==> src/rtl/ppg_pkg.sv <==
// Shared types and default constants for the PPG beat detector.
// Optional adaptive hysteresis is enabled by defining PPG_AUTO_HYST_EN.
package ppg_pkg;
  typedef enum logic [1:0] {FILL, FALLING, RISING} ppg_state_e;

  localparam int ADC_W            = 8;
  localparam int AVG_LOG2_DEF     = 2;
  localparam int HYST_DEF         = 8;
  localparam int MIN_INTERVAL_DEF = 30;
  localparam int MAX_INTERVAL_DEF = 300;
  localparam int CNT_W_DEF        = 16;
endpackage

==> src/rtl/ppg_beat_detector_if.sv <==
// Sample stream in, beat reports out; master drives samples, slave is the detector.
interface ppg_beat_detector_if import ppg_pkg::*; #(
  parameter int CNT_W = CNT_W_DEF
);
  logic             sample_valid;
  logic [ADC_W-1:0] IR_ADC_Value;
  logic             beat_pulse;
  logic [CNT_W-1:0] beat_interval;
  logic             interval_valid;
  logic [ADC_W-1:0] beat_amplitude;
  logic             signal_lost;

  modport master (
    output sample_valid, IR_ADC_Value,
    input  beat_pulse, beat_interval, interval_valid, beat_amplitude, signal_lost
  );
  modport slave (
    input  sample_valid, IR_ADC_Value,
    output beat_pulse, beat_interval, interval_valid, beat_amplitude, signal_lost
  );
endinterface

==> src/rtl/ppg_moving_avg.sv <==
// Boxcar average over 2^AVG_LOG2 samples; avg_o is valid the cycle after the sample strobe.
module ppg_moving_avg import ppg_pkg::*; #(
  parameter int AVG_LOG2 = AVG_LOG2_DEF
) (
  input  logic             clk,
  input  logic             rst_n,
  input  logic             sample_valid_i,
  input  logic [ADC_W-1:0] sample_i,
  output logic [ADC_W-1:0] avg_o,
  output logic             avg_valid_o,
  output logic             full_o
);
  localparam int N  = 1 << AVG_LOG2;
  localparam int SW = ADC_W + AVG_LOG2;

  logic [N-1:0][ADC_W-1:0] win_q, win_d;
  logic [SW-1:0]           sum_q, sum_d;
  logic [ADC_W-1:0]        avg_q, avg_d;
  logic [AVG_LOG2:0]       fill_q, fill_d;
  logic                    vld_q;

  // Window starts zeroed, so the running sum stays exact from the first sample.
  always_comb begin
    win_d  = {win_q[N-2:0], sample_i};
    sum_d  = sum_q + SW'(sample_i) - SW'(win_q[N-1]);
    avg_d  = sum_d[SW-1:AVG_LOG2];
    fill_d = (fill_q == (AVG_LOG2+1)'(N)) ? fill_q : fill_q + 1'b1;
  end

  always_ff @(posedge clk or negedge rst_n) begin
    if (!rst_n) begin
      win_q  <= '0;
      sum_q  <= '0;
      avg_q  <= '0;
      fill_q <= '0;
      vld_q  <= 1'b0;
    end else begin
      vld_q <= sample_valid_i;
      if (sample_valid_i) begin
        win_q  <= win_d;
        sum_q  <= sum_d;
        avg_q  <= avg_d;
        fill_q <= fill_d;
      end
    end
  end

  assign avg_o       = avg_q;
  assign avg_valid_o = vld_q;
  assign full_o      = (fill_q == (AVG_LOG2+1)'(N));
endmodule

==> src/rtl/ppg_beat_detector.sv <==
// Peak detector on the smoothed IR stream: hysteresis turns, refractory rejection, loss timeout.
// Define PPG_AUTO_HYST_EN to scale hysteresis with the last accepted beat amplitude.
module ppg_beat_detector import ppg_pkg::*; #(
  parameter int AVG_LOG2     = AVG_LOG2_DEF,
  parameter int HYST         = HYST_DEF,
  parameter int MIN_INTERVAL = MIN_INTERVAL_DEF,
  parameter int MAX_INTERVAL = MAX_INTERVAL_DEF,
  parameter int CNT_W        = CNT_W_DEF
) (
  input  logic                CLK,
  input  logic                rst_n,
  ppg_beat_detector_if.slave  bus
);
  localparam logic [CNT_W-1:0] MIN_C = CNT_W'(MIN_INTERVAL);
  localparam logic [CNT_W-1:0] MAX_C = CNT_W'(MAX_INTERVAL);

  logic [ADC_W-1:0] avg;
  logic             avg_valid, full;

  ppg_moving_avg #(.AVG_LOG2(AVG_LOG2)) u_avg (
    .clk            (CLK),
    .rst_n          (rst_n),
    .sample_valid_i (bus.sample_valid),
    .sample_i       (bus.IR_ADC_Value),
    .avg_o          (avg),
    .avg_valid_o    (avg_valid),
    .full_o         (full)
  );

  ppg_state_e       state_q, state_d;
  logic [ADC_W-1:0] min_q, min_d, max_q, max_d, amp_q, amp_d;
  logic [CNT_W-1:0] cnt_q, cnt_d, intv_q, intv_d, cnt_inc;
  logic             prev_q, prev_d, lost_q, lost_d, pulse_q, pulse_d, ivld_q, ivld_d;
  logic             accept, sat_now;
  logic [8:0]       hyst;

`ifdef PPG_AUTO_HYST_EN
  logic [ADC_W-1:0] hamp_q, hamp_d;

  always_comb begin
    hyst = ({3'b0, hamp_q[ADC_W-1:2]} > 9'(HYST)) ? {3'b0, hamp_q[ADC_W-1:2]} : 9'(HYST);
    hamp_d = hamp_q;
    if (accept)               hamp_d = max_q - min_q;
    else if (lost_d && !lost_q) hamp_d = '0;
  end

  always_ff @(posedge CLK or negedge rst_n) begin
    if (!rst_n) hamp_q <= '0;
    else        hamp_q <= hamp_d;
  end
`else
  assign hyst = 9'(HYST);
`endif

  assign cnt_inc = (cnt_q >= MAX_C) ? MAX_C : cnt_q + CNT_W'(1);
  assign sat_now = (cnt_inc == MAX_C);

  always_comb begin
    state_d = state_q;
    min_d   = min_q;
    max_d   = max_q;
    cnt_d   = cnt_q;
    prev_d  = prev_q;
    lost_d  = lost_q;
    pulse_d = 1'b0;
    intv_d  = intv_q;
    ivld_d  = ivld_q;
    amp_d   = amp_q;
    accept  = 1'b0;
    if (avg_valid) begin
      case (state_q)
        FILL: if (full) begin
          state_d = FALLING;
          min_d   = avg;
          max_d   = avg;
        end
        FALLING: begin
          cnt_d = cnt_inc;
          if (avg < min_q) min_d = avg;
          if ({1'b0, avg} >= {1'b0, min_q} + hyst) begin
            state_d = RISING;
            max_d   = avg;
          end
        end
        RISING: begin
          cnt_d = cnt_inc;
          if (avg > max_q) max_d = avg;
          // Peaks inside the refractory window drop back to FALLING without resetting the count.
          if ({1'b0, avg} + hyst <= {1'b0, max_q}) begin
            state_d = FALLING;
            min_d   = avg;
            accept  = (cnt_q >= MIN_C);
          end
        end
        default: state_d = FILL;
      endcase

      if (accept) begin
        pulse_d = 1'b1;
        amp_d   = max_q - min_q;
        cnt_d   = CNT_W'(1);
        prev_d  = 1'b1;
        lost_d  = 1'b0;
        if (prev_q && !lost_q && !sat_now) begin
          intv_d = cnt_q;
          ivld_d = 1'b1;
        end else begin
          ivld_d = 1'b0;
        end
      end else if (state_q != FILL && sat_now) begin
        lost_d = 1'b1;
        prev_d = 1'b0;
      end
    end
  end

  always_ff @(posedge CLK or negedge rst_n) begin
    if (!rst_n) begin
      state_q <= FILL;
      min_q   <= '0;
      max_q   <= '0;
      cnt_q   <= '0;
      prev_q  <= 1'b0;
      lost_q  <= 1'b0;
      pulse_q <= 1'b0;
      intv_q  <= '0;
      ivld_q  <= 1'b0;
      amp_q   <= '0;
    end else begin
      state_q <= state_d;
      min_q   <= min_d;
      max_q   <= max_d;
      cnt_q   <= cnt_d;
      prev_q  <= prev_d;
      lost_q  <= lost_d;
      pulse_q <= pulse_d;
      intv_q  <= intv_d;
      ivld_q  <= ivld_d;
      amp_q   <= amp_d;
    end
  end

  assign bus.beat_pulse     = pulse_q;
  assign bus.beat_interval  = intv_q;
  assign bus.interval_valid = ivld_q;
  assign bus.beat_amplitude = amp_q;
  assign bus.signal_lost    = lost_q;
endmodule

==> src/flat_wrapper.sv <==
// flat-port wrapper written by rule: the top's interface ports become plain ports
module ppg_beat_detector_flat import ppg_pkg::*;
#(
  parameter int AVG_LOG2     = AVG_LOG2_DEF,
  parameter int HYST         = HYST_DEF,
  parameter int MIN_INTERVAL = MIN_INTERVAL_DEF,
  parameter int MAX_INTERVAL = MAX_INTERVAL_DEF,
  parameter int CNT_W        = CNT_W_DEF
)
  (CLK, rst_n, bus_sample_valid, bus_IR_ADC_Value, bus_beat_pulse, bus_beat_interval, bus_interval_valid, bus_beat_amplitude, bus_signal_lost);
  ppg_beat_detector_if #(.CNT_W(CNT_W)) bus_i ();
  input  logic CLK;
  input  logic rst_n;
  input wire logic [$bits(bus_i.sample_valid)-1:0] bus_sample_valid;
  input wire logic [$bits(bus_i.IR_ADC_Value)-1:0] bus_IR_ADC_Value;
  output wire logic [$bits(bus_i.beat_pulse)-1:0] bus_beat_pulse;
  output wire logic [$bits(bus_i.beat_interval)-1:0] bus_beat_interval;
  output wire logic [$bits(bus_i.interval_valid)-1:0] bus_interval_valid;
  output wire logic [$bits(bus_i.beat_amplitude)-1:0] bus_beat_amplitude;
  output wire logic [$bits(bus_i.signal_lost)-1:0] bus_signal_lost;
  assign bus_i.sample_valid = bus_sample_valid;
  assign bus_i.IR_ADC_Value = bus_IR_ADC_Value;
  assign bus_beat_pulse = bus_i.beat_pulse;
  assign bus_beat_interval = bus_i.beat_interval;
  assign bus_interval_valid = bus_i.interval_valid;
  assign bus_beat_amplitude = bus_i.beat_amplitude;
  assign bus_signal_lost = bus_i.signal_lost;
  ppg_beat_detector #(.AVG_LOG2(AVG_LOG2), .HYST(HYST), .MIN_INTERVAL(MIN_INTERVAL), .MAX_INTERVAL(MAX_INTERVAL), .CNT_W(CNT_W)) u_core (.CLK(CLK), .rst_n(rst_n), .bus(bus_i));
endmodule
==> config.mk <==
export PLATFORM = sky130hd
export DESIGN_NAME = ppg_beat_detector_flat
export DESIGN_NICKNAME = d
export VERILOG_FILES = /design/src/rtl/ppg_pkg.sv /design/src/rtl/ppg_beat_detector_if.sv /design/src/rtl/ppg_moving_avg.sv /design/src/rtl/ppg_beat_detector.sv /design/src/flat_wrapper.sv
export SDC_FILE = /design/constraint.sdc
export NUM_CORES = 1
export LEC_CHECK = 0
export ABC_AREA = 1
export BUFFER_PORTS_ARGS = -buffer_cell sky130_fd_sc_hd__buf_4
export CAP_MARGIN = 20
export CORE_AREA = 2 2 139 141
export CTS_BUF_LIST = sky130_fd_sc_hd__clkbuf_4 sky130_fd_sc_hd__clkbuf_8
export CTS_CLUSTER_DIAMETER = 100
export CTS_CLUSTER_SIZE = 40
export DETAILED_ROUTE_END_ITERATION = 6
export DIE_AREA = 0 0 141 143
export HOLD_SLACK_MARGIN = 0.12
export MAX_ROUTING_LAYER = met4
export PLACE_DENSITY = 0.46
export SYNTH_ARGS = -nofsm -noshare
export SYNTH_HDL_FRONTEND = slang
export SYNTH_SLANG_ARGS = --single-unit
export TNS_END_PERCENT = 10
==> constraint.sdc <==
create_clock -name CLK -period 3.2 [get_ports CLK]
set_input_delay 0.64 -clock CLK [delete_from_list [all_inputs] [get_ports CLK]]
set_output_delay 0.64 -clock CLK [all_outputs]
set_load 0.01 [all_outputs]
-- Word-level counts from Yosys, hierarchy flattened
Index checks and enable logic that the tools add are counted.
- register bits after elaboration: 116
- input bits: 11
- output and inout bits: 27
- add/subtract/negate cells: 7
- order comparisons: 6
- eq/ne operators: 9
- mux-type cells: 24
- bitwise gates (word level): 1
- reduce and logical (&&, ||, !) cells: 19
- operators by type and width (operator ; count):
    $mux W16 ; 3
    $pmux W8 S3 ; 2
    $mux W8 ; 5
    $add A8 B4 Y9 const B ; 2
    $add A16 B1 Y16 const B ; 1
    $eq A16 B9 Y1 const B ; 1
    $ge A16 B5 Y1 const B ; 1
    $ge A16 B9 Y1 const B ; 1
    $add A10 B8 Y10 ; 1
    $mux W1 ; 10
    $ne A2 B1 Y1 const B ; 5
    $reduce_and A5 Y1 ; 2
    $sub A10 B8 Y10 ; 1
    $ge A8 B9 Y1 ; 1
    $le A9 B8 Y1 ; 1
    $gt A8 B8 Y1 ; 1
    $lt A8 B8 Y1 ; 1
    $reduce_and A2 Y1 ; 4
    $sub A8 B8 Y8 ; 1
    $mux W2 ; 3
    $pmux W2 S3 ; 1
    $reduce_bool A2 Y1 ; 3
    $reduce_and A4 Y1 ; 1
    $add A3 B1 Y3 const B ; 1
    10 further kinds ; 13

-- Longest topological paths before layout
Gate-level depths: netlist (run 1).
- depth after elaboration: 7
- gate-level depth with buffers: 16
- mapped depth without buffers: 15

-- Hierarchy
A second synthesis (run 1) with hierarchy kept.
- cell total of the unflattened synthesis: 819
- area total of the unflattened synthesis: 6558.8 µm²
- by module, submodules not included (module ; times used ; cells each ; area an instance (µm²) ; sequential area each (µm²)):
    ppg_beat_detector ; 1 ; 520 ; 4051.4 ; 1551.5
    ppg_moving_avg ; 1 ; 299 ; 2507.4 ; 1151.1

-- Worst setup path before layout (run 1)
No wires, ideal clock.
- path type: input to register
- start: input port bus_IR_ADC_Value[1]
- end: register u_core.u_avg.sum_q[6]
- setup time: 133 ps
- arrival: 2407 ps
- path slack: 660 ps
- stages on the path: 12
- cell sequence: inv_1 fa_1 fa_1 inv_1 nand3_1 nand2_1 nand2_1 nand2_1 a21oi_1 or2_2 nand3_1 o21ai_0
- longest elaborated chain between the ends: 2
- RTL lines (item ; RTL line ; RTL):
    start, declared ; flat_wrapper.sv:15 ; input wire logic [$bits(bus_i.IR_ADC_Value)-1:0] bus_IR_ADC_Value;
    $add A10 B8 Y10 ; ppg_moving_avg.sv:25 ; sum_d = sum_q + SW'(sample_i) - SW'(win_q[N-1]);
    $sub A10 B8 Y10 ; ppg_moving_avg.sv:25 ;
    end signal, assigned ; ppg_moving_avg.sv:41 ; sum_q <= sum_d;
    end, declared ; ppg_moving_avg.sv:17 ; logic [SW-1:0] sum_q, sum_d;
Every way passes these cells.
A chain may end at the register's enable or synchronous reset.

==> metrics.txt, run 1 <==
# TYPE chip_impl_metric gauge
chip_impl_metric{name="worst_slew_pin_slew",unit="ns"} 0.6994
chip_impl_metric{name="worst_setup_hold_path_clk_slew",unit="ns"} 0.11
chip_impl_metric{name="timing.final.hold_violations",unit=""} 0
chip_impl_metric{name="detailedRoute.firstPassIterationCount",unit=""} 4
chip_impl_metric{name="final_period_minus_worst_setup_slack",unit="ns"} 2.774
chip_impl_metric{name="crit_buf_inv",unit=""} 1
chip_impl_metric{name="crit_arrival",unit="ns"} 3.05
chip_impl_info{name="critical_path.endpoint_type",value="flop"} 1
chip_impl_metric{name="setup_viol",unit=""} 0
chip_impl_metric{name="areaGrowthSynthToFinish",unit="%"} 11.08
chip_impl_metric{name="clock_sinks",unit=""} 108
chip_impl_metric{name="synth.yosys.seq_area_share",unit=""} 0.4234
chip_impl_info{name="r2r-start",value="u_core.u_avg.sum_q[5]"} 1
chip_impl_metric{name="first_global_vias",unit=""} 4754
chip_impl_metric{name="antenna_found_initial",unit=""} 0
chip_impl_metric{name="die_width",unit="µm"} 141
chip_impl_metric{name="detail_route.vias_per_cell",unit=""} 4.592
chip_impl_metric{name="grt_usage",unit=""} 0.1476
chip_impl_metric{name="post_cts_buffers",unit=""} 0
chip_impl_metric{name="finish.net_count",unit=""} 865
chip_impl_info{name="clk_root_buf",value="sky130_fd_sc_hd__clkbuf_8"} 1
chip_impl_metric{name="ys_async_sr_fraction",unit=""} 1.000
chip_impl_metric{name="syn-mean-instance-area",unit="µm²"} 8.453
chip_impl_metric{name="placement.setup.worst_slack",unit="ns"} 0.4204
chip_impl_metric{name="ys_warn_count",unit=""} 0
chip_impl_metric{name="cp.required",unit="ns"} 3.48
chip_impl_metric{name="max-vdd-ir-drop",unit="µV"} 343.7
chip_impl_metric{name="cap_violations",unit=""} 0
chip_impl_info{name="min-delay-path-class",value="input port to async pin"} 1
chip_impl_info{name="tritoncts",value="yes"} 1
chip_impl_metric{name="drtAntennaViolNets",unit=""} 0
chip_impl_metric{name="io-pin-count",unit=""} 38
chip_impl_info{name="final_common_cell",value="sky130_fd_sc_hd__nand2_1"} 1
chip_impl_info{name="most_used_cells_in_the_layout_excluding_fill_and_tap_cells",value="sky130_fd_sc_hd__nand2_1 (203), sky130_fd_sc_hd__inv_1 (108), sky130_fd_sc_hd__dfrtp_1 (108), sky130_fd_sc_hd__ha_1 (54), sky130_fd_sc_hd__o21ai_0 (41)"} 1
chip_impl_info{name="result_of_the_run",value="complete, no violations"} 1
chip_impl_metric{name="fp.dieH",unit="µm"} 143
chip_impl_metric{name="critical_path_peak_fanout",unit=""} 13
chip_impl_metric{name="first_iter_violations",unit=""} 244
chip_impl_metric{name="ys_ff_latch",unit=""} 108
chip_impl_info{name="timing.critical_path.from_type",value="flop"} 1
chip_impl_metric{name="whs",unit="ns"} 0.1851
chip_impl_metric{name="number_of_remaining_drc_errors",unit=""} 0
chip_impl_metric{name="holdBufCountCts",unit=""} 0
chip_impl_metric{name="finClkSkew",unit="ns"} 0.01132
chip_impl_metric{name="synth_nets",unit=""} 829
chip_impl_metric{name="initial_utilization",unit=""} 0.3435
chip_impl_metric{name="slew_headroom",unit=""} 0.5331
chip_impl_info{name="slowest_stage",value="sky130_fd_sc_hd__dfrtp_1"} 1
chip_impl_metric{name="proportion_of_layout_cells_with_a_drive_suffix_above_1",unit=""} 0.1470
chip_impl_info{name="ys_dominant_reg_cell",value="sky130_fd_sc_hd__dfrtp_1"} 1
chip_impl_metric{name="layout_setup_ws",unit="ns"} 0.4264
chip_impl_metric{name="clkLatencyLatePin",unit="ns"} 0.38
chip_impl_info{name="worstSetupPathType",value="flop to flop"} 1
chip_impl_metric{name="core",unit="µm²"} 18580
chip_impl_metric{name="yosys.cell_types.count",unit=""} 43
chip_impl_metric{name="r2r_slack",unit="ns"} 0.43
chip_impl_metric{name="routed_wire_length_per_instance",unit="µm"} 13.06
chip_impl_metric{name="synth_enable_flop_cells",unit=""} 0
chip_impl_metric{name="instance_count_of_the_mapped_netlist",unit=""} 755
chip_impl_metric{name="first_pass_grt_wire_length",unit="µm"} 23120
chip_impl_metric{name="fin_setup_tns",unit="ns"} 0
chip_impl_metric{name="totalPowerFinal",unit="mW"} 6.051
chip_impl_metric{name="fmax",unit="MHz"} 360.5
chip_impl_metric{name="detailedPlacementHpwl",unit="µm"} 10150
chip_impl_metric{name="netlist_area",unit="µm²"} 6382
chip_impl_metric{name="pin_count_of_the_biggest_net_entering_global_routing",unit=""} 51
chip_impl_metric{name="via_count",unit=""} 4730
chip_impl_metric{name="finalWirelength",unit="µm"} 13450
chip_impl_metric{name="maximum_level_of_the_cts_h_tree",unit=""} 3
chip_impl_metric{name="share_of_the_clock_period_used_by_the_worst_path_after_layout",unit=""} 0.8668
chip_impl_metric{name="cts_buffers",unit=""} 9
chip_impl_metric{name="power.leakage",unit="nW"} 3.695
chip_impl_metric{name="timing.final.max_slew_violations",unit=""} 0
chip_impl_metric{name="globalplace.congestion",unit=""} 0.8302
chip_impl_metric{name="power_per_cell_area",unit="nW/µm²"} 853.5
chip_impl_metric{name="postCtsResizedCells",unit=""} 0
chip_impl_metric{name="grt_remaining_overflow",unit=""} 0
chip_impl_metric{name="rows",unit=""} 50
chip_impl_metric{name="portBuffers",unit=""} 37
chip_impl_metric{name="clock_path_buffers",unit=""} 2
chip_impl_info{name="path_delay_family",value="simple AND/OR/NAND/NOR gates"} 1
chip_impl_info{name="grt_setup_unrepaired",value="no"} 1
chip_impl_metric{name="die_outline_area",unit="µm²"} 20160
chip_impl_info{name="setup.worst_path.start",value="u_core.u_avg.sum_q[5]"} 1
chip_impl_metric{name="num_antenna_cells",unit=""} 0
chip_impl_info{name="worstPathCellList",value="ha_1 -> nand3_1 -> xor2_1 -> ha_1 -> nand2_1 -> nor3_1 -> nand3_1 -> nand2_1 -> nand2_2 -> nor2_8 -> nand3_4 -> inv_2 -> nor2_1"} 1
chip_impl_metric{name="timing.critical_path.slowest_cell_delay",unit="ns"} 0.52
==> final timing paths <==
kind / end / cells past startpoint
max in group asynchronous: u_core.u_avg.fill_q[2] / 2
worst min-delay path: u_core.min_q[7] / 1
min in group CLK: u_core.u_avg.win_d[8] / 3
worst min register to register: u_core.u_avg.fill_q[2] / 1
worst max-delay path: u_core.bus.beat_interval[15] / 13
worst max register to register: u_core.bus.beat_interval[15] / 13
==> metrics by stage <==
stage / cell area [µm²] / utilization / cells
2_1_floorplan: 6382 / - / 755
3_3_place_gp: 6889 / 0.3708 / 1014
3_5_place_dp: 6889 / 0.3708 / 1014
4_1_cts: 7089 / 0.3815 / 1030
5_1_grt: 7089 / 0.3815 / 1030
6_report: 7089 / 0.3815 / 1030
==> report_power, final <==
group	internal [mW]	switching [mW]	total [mW]
Combinational	1.25	1.96	3.20
Sequential	1.64	0.325	1.96
Clock	0.380	0.505	0.886
Total	3.26	2.79	6.05
==> layer usage <==
| metal | vias to the layer above | GRT usage | routed length, µm |
|---|---|---|---|
| li1 | 2466 | - | - |
| met1 | 2193 | 0.1903 | 6668 |
| met2 | 59 | 0.2421 | 6246 |
| met3 | 12 | 0.02750 | 374 |
| met4 | 0 | 0.03632 | 159 |
| met5 | - | - | 0 |
==> synth_stat cells (2+ instances only) <==
cell type / instances / share of area
sky130_fd_sc_hd__nand2_1: 203 / 0.12
sky130_fd_sc_hd__dfrtp_1: 108 / 0.42
sky130_fd_sc_hd__inv_1: 108 / 0.064
sky130_fd_sc_hd__ha_1: 54 / 0.11
sky130_fd_sc_hd__o21ai_0: 41 / 0.032
sky130_fd_sc_hd__nor2_1: 40 / 0.024
sky130_fd_sc_hd__a21oi_1: 26 / 0.020
sky130_fd_sc_hd__nand3_1: 26 / 0.020
sky130_fd_sc_hd__nand2_2: 20 / 0.020
sky130_fd_sc_hd__xor2_1: 14 / 0.019
sky130_fd_sc_hd__nand4_1: 13 / 0.013
sky130_fd_sc_hd__o21ai_1: 10 / 0.0078
sky130_fd_sc_hd__fa_1: 9 / 0.028
sky130_fd_sc_hd__o21ai_2: 8 / 0.011
sky130_fd_sc_hd__clkbuf_1: 7 / 0.0041
sky130_fd_sc_hd__nor2_2: 7 / 0.0069
sky130_fd_sc_hd__nor3_1: 5 / 0.0039
sky130_fd_sc_hd__o22ai_1: 5 / 0.0049
sky130_fd_sc_hd__xnor2_1: 5 / 0.0069
sky130_fd_sc_hd__inv_2: 4 / 0.0024
sky130_fd_sc_hd__nand2_4: 4 / 0.0071
sky130_fd_sc_hd__buf_4: 3 / 0.0035
sky130_fd_sc_hd__nand3_2: 3 / 0.0047
sky130_fd_sc_hd__nand3_4: 3 / 0.0082
sky130_fd_sc_hd__nor2_4: 3 / 0.0053
sky130_fd_sc_hd__or2_2: 3 / 0.0029
sky130_fd_sc_hd__a21o_1: 2 / 0.0024
sky130_fd_sc_hd__a21oi_2: 2 / 0.0027
sky130_fd_sc_hd__a31oi_1: 2 / 0.0020
sky130_fd_sc_hd__buf_1: 2 / 0.0012
sky130_fd_sc_hd__buf_6: 2 / 0.0035
sky130_fd_sc_hd__nand3b_1: 2 / 0.0024
==> state kept, by name, summed over array words and instances, names as in the netlist <==
register / count
u_core.u_avg.win_d: 24
u_core.bus.beat_interval: 16
u_core.cnt_q: 16
u_core.u_avg.sum_q: 10
u_core.bus.beat_amplitude: 8
u_core.max_q: 8
u_core.min_q: 8
u_core.u_avg.win_q: 8
u_core.u_avg.fill_q: 3
u_core.state_q: 2
u_core.bus.beat_pulse: 1
u_core.bus.interval_valid: 1
u_core.bus.signal_lost: 1
u_core.prev_q: 1
u_core.u_avg.avg_valid_o: 1
==> kinds of logic after synthesis <==
group,after synthesis,synth area share
AO/OA/AOI/OAI,103,0.09195
flip-flops,108,0.4234
AND/OR/NAND/NOR,334,0.2421
XOR/XNOR,19,0.02607
buffers and inverters,128,0.08234
adder cells (fa/ha/maj),63,0.1341
==> area by class of cell <==
cell class / instances / area (µm²)
Clock buffer: 10 / 131.4
Clock inverter: 6 / 68.82
Fill cell: 1959 / 11490
Inverter: 113 / 426.7
Multi-Input combinational cell: 519 / 3154
Sequential cell: 108 / 2703
Tap cell: 234 / 292.8
Timing Repair Buffer: 40 / 312.8
==> worst reg2reg max path: cells and delay by family, from the launching register on <==
kind,cells,cell delay [ns]
XOR/XNOR,1,0.17
flip-flops,1,0.52
buffers and inverters,1,0.23
AND/OR/NAND/NOR,9,1.21
adder cells (fa/ha/maj),2,0.57
Note: power is estimated with default switching activity, not from simulation.
==> inputs of run 2 (changes only) <==
PLACE_DENSITY = 0.6   (was 0.46)
==> metrics.txt, run 2 (synthesis results as in run 1) <==
# TYPE chip_impl_metric gauge
chip_impl_info{name="result_of_the_run",value="complete, no violations"} 1
chip_impl_metric{name="number_of_remaining_drc_errors",unit=""} 0
chip_impl_metric{name="areaGrowthSynthToFinish",unit="%"} 10.61
chip_impl_metric{name="share_of_the_clock_period_used_by_the_worst_path_after_layout",unit=""} 0.8490
chip_impl_info{name="tritoncts",value="yes"} 1
chip_impl_metric{name="totalPowerFinal",unit="mW"} 5.904
chip_impl_metric{name="portBuffers",unit=""} 37
chip_impl_info{name="path_delay_family",value="simple AND/OR/NAND/NOR gates"} 1
chip_impl_metric{name="cp.required",unit="ns"} 3.47
chip_impl_metric{name="detail_route.vias_per_cell",unit=""} 4.536
chip_impl_metric{name="grt_usage",unit=""} 0.1382
chip_impl_metric{name="crit_buf_inv",unit=""} 1
chip_impl_metric{name="timing.critical_path.slowest_cell_delay",unit="ns"} 0.51
chip_impl_metric{name="detailedPlacementHpwl",unit="µm"} 9279
chip_impl_metric{name="first_pass_grt_wire_length",unit="µm"} 21940
chip_impl_info{name="worstSetupPathType",value="flop to flop"} 1
chip_impl_metric{name="rows",unit=""} 50
chip_impl_metric{name="power.leakage",unit="nW"} 3.684
chip_impl_metric{name="post_route_met1_wirelength",unit="µm"} 6197
chip_impl_info{name="setup.worst_path.start",value="u_core.u_avg.sum_q[5]"} 1
chip_impl_info{name="critical_path.endpoint_type",value="flop"} 1
chip_impl_metric{name="proportion_of_layout_cells_with_a_drive_suffix_above_1",unit=""} 0.1470
chip_impl_metric{name="io-pin-count",unit=""} 38
chip_impl_metric{name="globalplace.congestion",unit=""} 0.8719
chip_impl_metric{name="antenna_found_initial",unit=""} 0
chip_impl_metric{name="worstRegToRegCells",unit=""} 13
chip_impl_metric{name="fin_setup_tns",unit="ns"} 0
chip_impl_metric{name="postLayoutCoreUtil",unit=""} 0.3799
chip_impl_metric{name="fmax",unit="MHz"} 368.1
chip_impl_metric{name="detailroute.wirelength.met3",unit="µm"} 596
chip_impl_metric{name="wl_met2",unit="µm"} 5460
chip_impl_metric{name="maximum_level_of_the_cts_h_tree",unit=""} 3
chip_impl_metric{name="crit_arrival",unit="ns"} 2.99
chip_impl_metric{name="critical_path_peak_fanout",unit=""} 13
chip_impl_info{name="clk_root_buf",value="sky130_fd_sc_hd__clkbuf_8"} 1
chip_impl_metric{name="postCtsResizedCells",unit=""} 0
chip_impl_metric{name="worst_slew_pin_slew",unit="ns"} 0.7830
chip_impl_metric{name="finish.net_count",unit=""} 866
chip_impl_metric{name="finClkSkew",unit="ns"} 0.01168
chip_impl_info{name="most_used_cells_in_the_layout_excluding_fill_and_tap_cells",value="sky130_fd_sc_hd__nand2_1 (203), sky130_fd_sc_hd__inv_1 (108), sky130_fd_sc_hd__dfrtp_1 (108), sky130_fd_sc_hd__ha_1 (54)"} 1
chip_impl_metric{name="post_cts_buffers",unit=""} 0
chip_impl_metric{name="holdBufCountCts",unit=""} 0
chip_impl_metric{name="die_width",unit="µm"} 141
chip_impl_metric{name="via_count",unit=""} 4672
chip_impl_info{name="r2r-start",value="u_core.u_avg.sum_q[5]"} 1
chip_impl_metric{name="setup_viol",unit=""} 0
chip_impl_info{name="slowest_stage",value="sky130_fd_sc_hd__dfrtp_1"} 1
chip_impl_metric{name="clkLatencyLatePin",unit="ns"} 0.38
chip_impl_metric{name="power_per_cell_area",unit="nW/µm²"} 836.3
chip_impl_metric{name="cts_buffers",unit=""} 9
chip_impl_metric{name="slew_headroom",unit=""} 0.4780
chip_impl_metric{name="cp_num_cells",unit=""} 13
chip_impl_metric{name="timing.final.max_slew_violations",unit=""} 0
chip_impl_metric{name="drtAntennaViolNets",unit=""} 0
chip_impl_metric{name="die_outline_area",unit="µm²"} 20160
chip_impl_metric{name="fp.dieH",unit="µm"} 143
chip_impl_metric{name="routed_wire_length_per_instance",unit="µm"} 12.04
chip_impl_metric{name="cap_violations",unit=""} 0
chip_impl_metric{name="pin_count_of_the_biggest_net_entering_global_routing",unit=""} 63
chip_impl_metric{name="timing.final.hold_violations",unit=""} 0
chip_impl_info{name="route.top_layer_used",value="met4"} 1
chip_impl_metric{name="final_period_minus_worst_setup_slack",unit="ns"} 2.717
chip_impl_metric{name="detailedRoute.firstPassIterationCount",unit=""} 4
chip_impl_metric{name="clock_path_buffers",unit=""} 2
chip_impl_metric{name="worst_setup_hold_path_clk_slew",unit="ns"} 0.09
chip_impl_metric{name="max_ffs_per_register",unit=""} 24
chip_impl_info{name="min-delay-path-class",value="input port to async pin"} 1
chip_impl_info{name="worstPathCellList",value="ha_1 -> nand3_1 -> xor2_1 -> ha_1 -> nand2_1 -> nor3_1 -> nand3_1 -> nand2_1 -> nand2_2 -> nor2_8 -> nand3_4 -> inv_2 -> nor2_1"} 1
chip_impl_metric{name="initial_utilization",unit=""} 0.3435
chip_impl_metric{name="core",unit="µm²"} 18580
chip_impl_metric{name="first_global_vias",unit=""} 4706
chip_impl_metric{name="max-vdd-ir-drop",unit="µV"} 318.5
chip_impl_info{name="timing.critical_path.from_type",value="flop"} 1
chip_impl_info{name="grt_setup_unrepaired",value="no"} 1
chip_impl_info{name="final_common_cell",value="sky130_fd_sc_hd__nand2_1"} 1
chip_impl_metric{name="finalWirelength",unit="µm"} 12400
chip_impl_metric{name="clock_sinks",unit=""} 108
chip_impl_metric{name="first_iter_violations",unit=""} 249
chip_impl_metric{name="grt_remaining_overflow",unit=""} 0
chip_impl_metric{name="num_antenna_cells",unit=""} 0
## run 2: metal layers
layer | GRT usage | vias to the layer above
li1 | - | 2460
met1 | 0.1823 | 2129
met2 | 0.2198 | 71
met3 | 0.02783 | 12
met4 | 0.03474 | 0
met5 | - | -
## run 2: cell type report
cell class	instances	area (µm²)
Sequential cell	108	2703
Multi-Input combinational cell	519	3154
Inverter	113	426.7
Fill cell	1889	11520
Tap cell	234	292.8
Clock buffer	11	151.4
Timing Repair Buffer	41	307.8
Clock inverter	4	23.77
## run 2: worst reg2reg max path: cells and delay by family (launching register included)
kind / cells / cell delay (ns)
DFF: 1 / 0.51
buffers and inverters: 1 / 0.23
adders and majority gates: 2 / 0.55
xor gates and xnor gates: 1 / 0.17
and+or+nand+nor: 9 / 1.17
## run 2: worst paths after layout
| path | to | slack [ns] |
|---|---|---|
| max | u_core.bus.beat_interval[12] | 0.48 |
| max in group asynchronous | u_core.u_avg.win_d[31] | 2.12 |
| min in group CLK | u_core.u_avg.win_d[8] | 0.48 |
| max reg2reg | u_core.bus.beat_interval[12] | 0.48 |
| min reg2reg | u_core.u_avg.win_d[31] | 0.48 |
| min | u_core.u_avg.win_d[28] | 0.33 |
## run 2: stage by stage
stage | area (µm²) | hold WS [ns] | worst slack [ns] | std cells
2_1_floorplan | 6382 | 0.3444 | 0.6605 | 755
3_3_place_gp | 6884 | 0.4534 | 0.4639 | 1015
3_5_place_dp | 6884 | 0.4583 | 0.4283 | 1015
4_1_cts | 7059 | 0.3395 | 0.4397 | 1030
5_1_grt | 7059 | 0.3896 | 0.2254 | 1030
6_report | 7059 | 0.3285 | 0.4832 | 1030
## run 2: report_power, final
group	switching [mW]	internal [mW]
Sequential	0.312	1.64
Clock	0.459	0.321
Combinational	1.93	1.25
Total	2.70	3.21
==> inputs of run 3 (changes only) <==
PLACE_DENSITY = 0.62   (was 0.6)
clock period = 2.29 ns   (was 3.2 ns; I/O delays follow)
==> metrics.txt, run 3 (synthesis results as in run 1) <==
# TYPE chip_impl_metric gauge
chip_impl_info{name="result_of_the_run",value="finished with violations"} 1
chip_impl_info{name="failed_checks",value="setup timing"} 1
chip_impl_metric{name="proportion_of_layout_cells_with_a_drive_suffix_above_1",unit=""} 0.2361
chip_impl_metric{name="layout_setup_ws",unit="ns"} -0.1109
chip_impl_metric{name="finClkSkew",unit="ns"} 0.01237
chip_impl_metric{name="clock_sinks",unit=""} 108
chip_impl_metric{name="areaGrowthSynthToFinish",unit="%"} 21.60
chip_impl_metric{name="finalWirelength",unit="µm"} 12940
chip_impl_metric{name="num_antenna_cells",unit=""} 0
chip_impl_metric{name="setup_viol",unit=""} 29
chip_impl_metric{name="routed_wire_length_per_instance",unit="µm"} 12.01
chip_impl_info{name="clk_root_buf",value="sky130_fd_sc_hd__clkbuf_8"} 1
chip_impl_metric{name="clock_power_share",unit=""} 0.152
chip_impl_metric{name="combinational_share_of_power",unit=""} 0.571
chip_impl_metric{name="fmax",unit="MHz"} 416.5
chip_impl_info{name="worstSetupPathType",value="flop to flop"} 1
chip_impl_metric{name="finish.net_count",unit=""} 912
chip_impl_metric{name="timing.final.hold_violations",unit=""} 0
chip_impl_info{name="timing.critical_path.from_type",value="flop"} 1
chip_impl_metric{name="totalPowerFinal",unit="mW"} 9.564
chip_impl_metric{name="grt_remaining_overflow",unit=""} 0
chip_impl_metric{name="die_outline_area",unit="µm²"} 20160
chip_impl_metric{name="die_width",unit="µm"} 141
chip_impl_metric{name="number_of_remaining_drc_errors",unit=""} 0
chip_impl_info{name="most_used_cells_in_the_layout_excluding_fill_and_tap_cells",value="sky130_fd_sc_hd__nand2_1 (192), sky130_fd_sc_hd__dfrtp_1 (105), sky130_fd_sc_hd__inv_1 (104), sky130_fd_sc_hd__buf_4 (75), sky130_fd_sc_hd__ha_1 (52)"} 1
chip_impl_metric{name="rows",unit=""} 50
chip_impl_metric{name="max_ffs_per_register",unit=""} 24
chip_impl_metric{name="max-vdd-ir-drop",unit="µV"} 588.5
chip_impl_metric{name="timing.critical_path.slowest_cell_delay",unit="ns"} 0.42
chip_impl_metric{name="detail_route.vias_per_cell",unit=""} 4.584
chip_impl_metric{name="power.net_switching",unit="mW"} 4.118
chip_impl_metric{name="detailedRoute.firstPassIterationCount",unit=""} 4
chip_impl_info{name="tritoncts",value="yes"} 1
chip_impl_metric{name="clock_path_buffers",unit=""} 2
chip_impl_metric{name="final_period_minus_worst_setup_slack",unit="ns"} 2.401
chip_impl_metric{name="stdcell_area",unit="µm²"} 7761
chip_impl_metric{name="globalplace.congestion",unit=""} 0.8712
chip_impl_metric{name="via_count",unit=""} 4937
chip_impl_metric{name="slew_headroom",unit=""} 0.5975
chip_impl_metric{name="power.sequential.fraction",unit=""} 0.277
chip_impl_metric{name="worst_slew_pin_slew",unit="ns"} 0.6037
chip_impl_metric{name="fin_setup_tns",unit="ns"} -2.571
chip_impl_metric{name="timing.final.max_slew_violations",unit=""} 0
chip_impl_metric{name="first_pass_grt_wire_length",unit="µm"} 22200
chip_impl_metric{name="share_of_the_clock_period_used_by_the_worst_path_after_layout",unit=""} 1.048
chip_impl_metric{name="clkLatencyLatePin",unit="ns"} 0.39
chip_impl_metric{name="first_global_vias",unit=""} 4718
chip_impl_metric{name="first_iter_violations",unit=""} 283
chip_impl_metric{name="pin_count_of_the_biggest_net_entering_global_routing",unit=""} 46
chip_impl_info{name="worstPathCellList",value="buf_6 -> nand3_4 -> xor2_2 -> ha_1 -> nand2_1 -> nand2_1 -> nand3_1 -> nand2_1 -> nor2_1 -> nand2_1 -> nand2_1 -> nand2_2 -> nor2_8 -> nand3_4 -> buf_6 -> inv_8 -> nor2_1"} 1
chip_impl_info{name="cp_common_cell",value="sky130_fd_sc_hd__nand2_1"} 1
chip_impl_metric{name="dpl_cell_area",unit="µm²"} 7242
chip_impl_info{name="min-delay-path-class",value="input port to flop"} 1
chip_impl_metric{name="cts_buffers",unit=""} 9
chip_impl_info{name="final_common_cell",value="sky130_fd_sc_hd__nand2_1"} 1
chip_impl_metric{name="grt_usage",unit=""} 0.1403
chip_impl_metric{name="cp.required",unit="ns"} 2.58
chip_impl_metric{name="fp.dieH",unit="µm"} 143
chip_impl_metric{name="antenna_found_initial",unit=""} 0
chip_impl_metric{name="crit_arrival",unit="ns"} 2.69
chip_impl_metric{name="power.leakage",unit="nW"} 3.990
chip_impl_metric{name="power.internal",unit="mW"} 5.447
chip_impl_metric{name="critical_path_peak_fanout",unit=""} 7
chip_impl_metric{name="maximum_level_of_the_cts_h_tree",unit=""} 3
chip_impl_metric{name="power_per_cell_area",unit="nW/µm²"} 1232
chip_impl_metric{name="core",unit="µm²"} 18580
chip_impl_metric{name="portBuffers",unit=""} 37
chip_impl_metric{name="io-pin-count",unit=""} 38
chip_impl_info{name="grt_setup_unrepaired",value="yes"} 1
chip_impl_info{name="slowest_stage",value="sky130_fd_sc_hd__dfrtp_1"} 1
chip_impl_metric{name="whs",unit="ns"} 0.3042
chip_impl_metric{name="detailedPlacementHpwl",unit="µm"} 9704
chip_impl_metric{name="placement.setup.worst_slack",unit="ns"} -0.2274
chip_impl_metric{name="worst_setup_hold_path_clk_slew",unit="ns"} 0.10
chip_impl_info{name="critical_path.endpoint_type",value="flop"} 1
chip_impl_metric{name="cap_violations",unit=""} 0
chip_impl_metric{name="drtAntennaViolNets",unit=""} 0
chip_impl_metric{name="switching_share",unit=""} 0.4305
chip_impl_metric{name="initial_utilization",unit=""} 0.3435
==> run 3: what timing repair did <==
action                                  CTS  global route
endpoints found under the setup margin   38            60
hold buffers                              1             0
pin swaps                                12            11
hold endpoints to repair                 42             0
resized for setup                        35            26
buffers inserted                          4             1
gates cloned                              1             0
==> run 3: layout make-up <==
cell class	count	area [µm²]
Tap cell	234	292.8
Inverter	113	444.2
Clock inverter	5	106.4
Multi-Input combinational cell	519	3303
Fill cell	1874	10820
Clock buffer	11	151.4
Timing Repair Buffer	87	757.0
Sequential cell	108	2706
==> run 3: critical path: cells and delay by family (launching register included) <==
kind / cells / cell delay (ns)
xor gates and xnor gates: 1 / 0.15
and+or+nand+nor: 12 / 1.06
DFF: 1 / 0.42
adders and majority gates: 1 / 0.33
buffers and inverters: 3 / 0.37
==> run 3: worst paths after layout <==
path,slack [ns],to,cells after the start,from
worst min register to register,0.48,u_core.u_avg.fill_q[2],1,u_core.u_avg.fill_q[2]
worst max-delay path,-0.11,u_core.bus.beat_interval[15],17,u_core.u_avg.sum_q[6]
min in group asynchronous,0.61,u_core.bus.beat_interval[15],2,rst_n
worst min-delay path,0.30,u_core.u_avg.win_d[8],3,bus_IR_ADC_Value[0]
max in group asynchronous,1.06,u_core.bus.beat_interval[10],3,rst_n
worst max register to register,-0.11,u_core.bus.beat_interval[15],17,u_core.u_avg.sum_q[6]
==> run 3: through the flow <==
stage,util,instances
after detailed placement,0.3898,1054
after floorplan,-,755
after CTS,0.4133,1076
after global routing,0.4177,1077
after global placement,0.3898,1054
final,0.4177,1077
==> run 3: metal layers <==
metal / wire [µm] / up-vias / GRT usage
met5: 0 / - / -
met4: 153 / 0 / 0.03895
met3: 422 / 10 / 0.03052
met2: 5897 / 65 / 0.2193
met1: 6467 / 2291 / 0.1851
li1: - / 2571 / -
==> run 3: power groups by stage <==
stage / Combinational (mW) / Sequential, mW / Clock, mW
floorplan: 3.59 / 2.60 / 0
global route: 6.30 / 2.70 / 1.58
detailed placement: 5.14 / 2.66 / 0
global placement: 5.05 / 2.65 / 0
CTS: 5.31 / 2.64 / 1.53
finish: 5.46 / 2.65 / 1.45
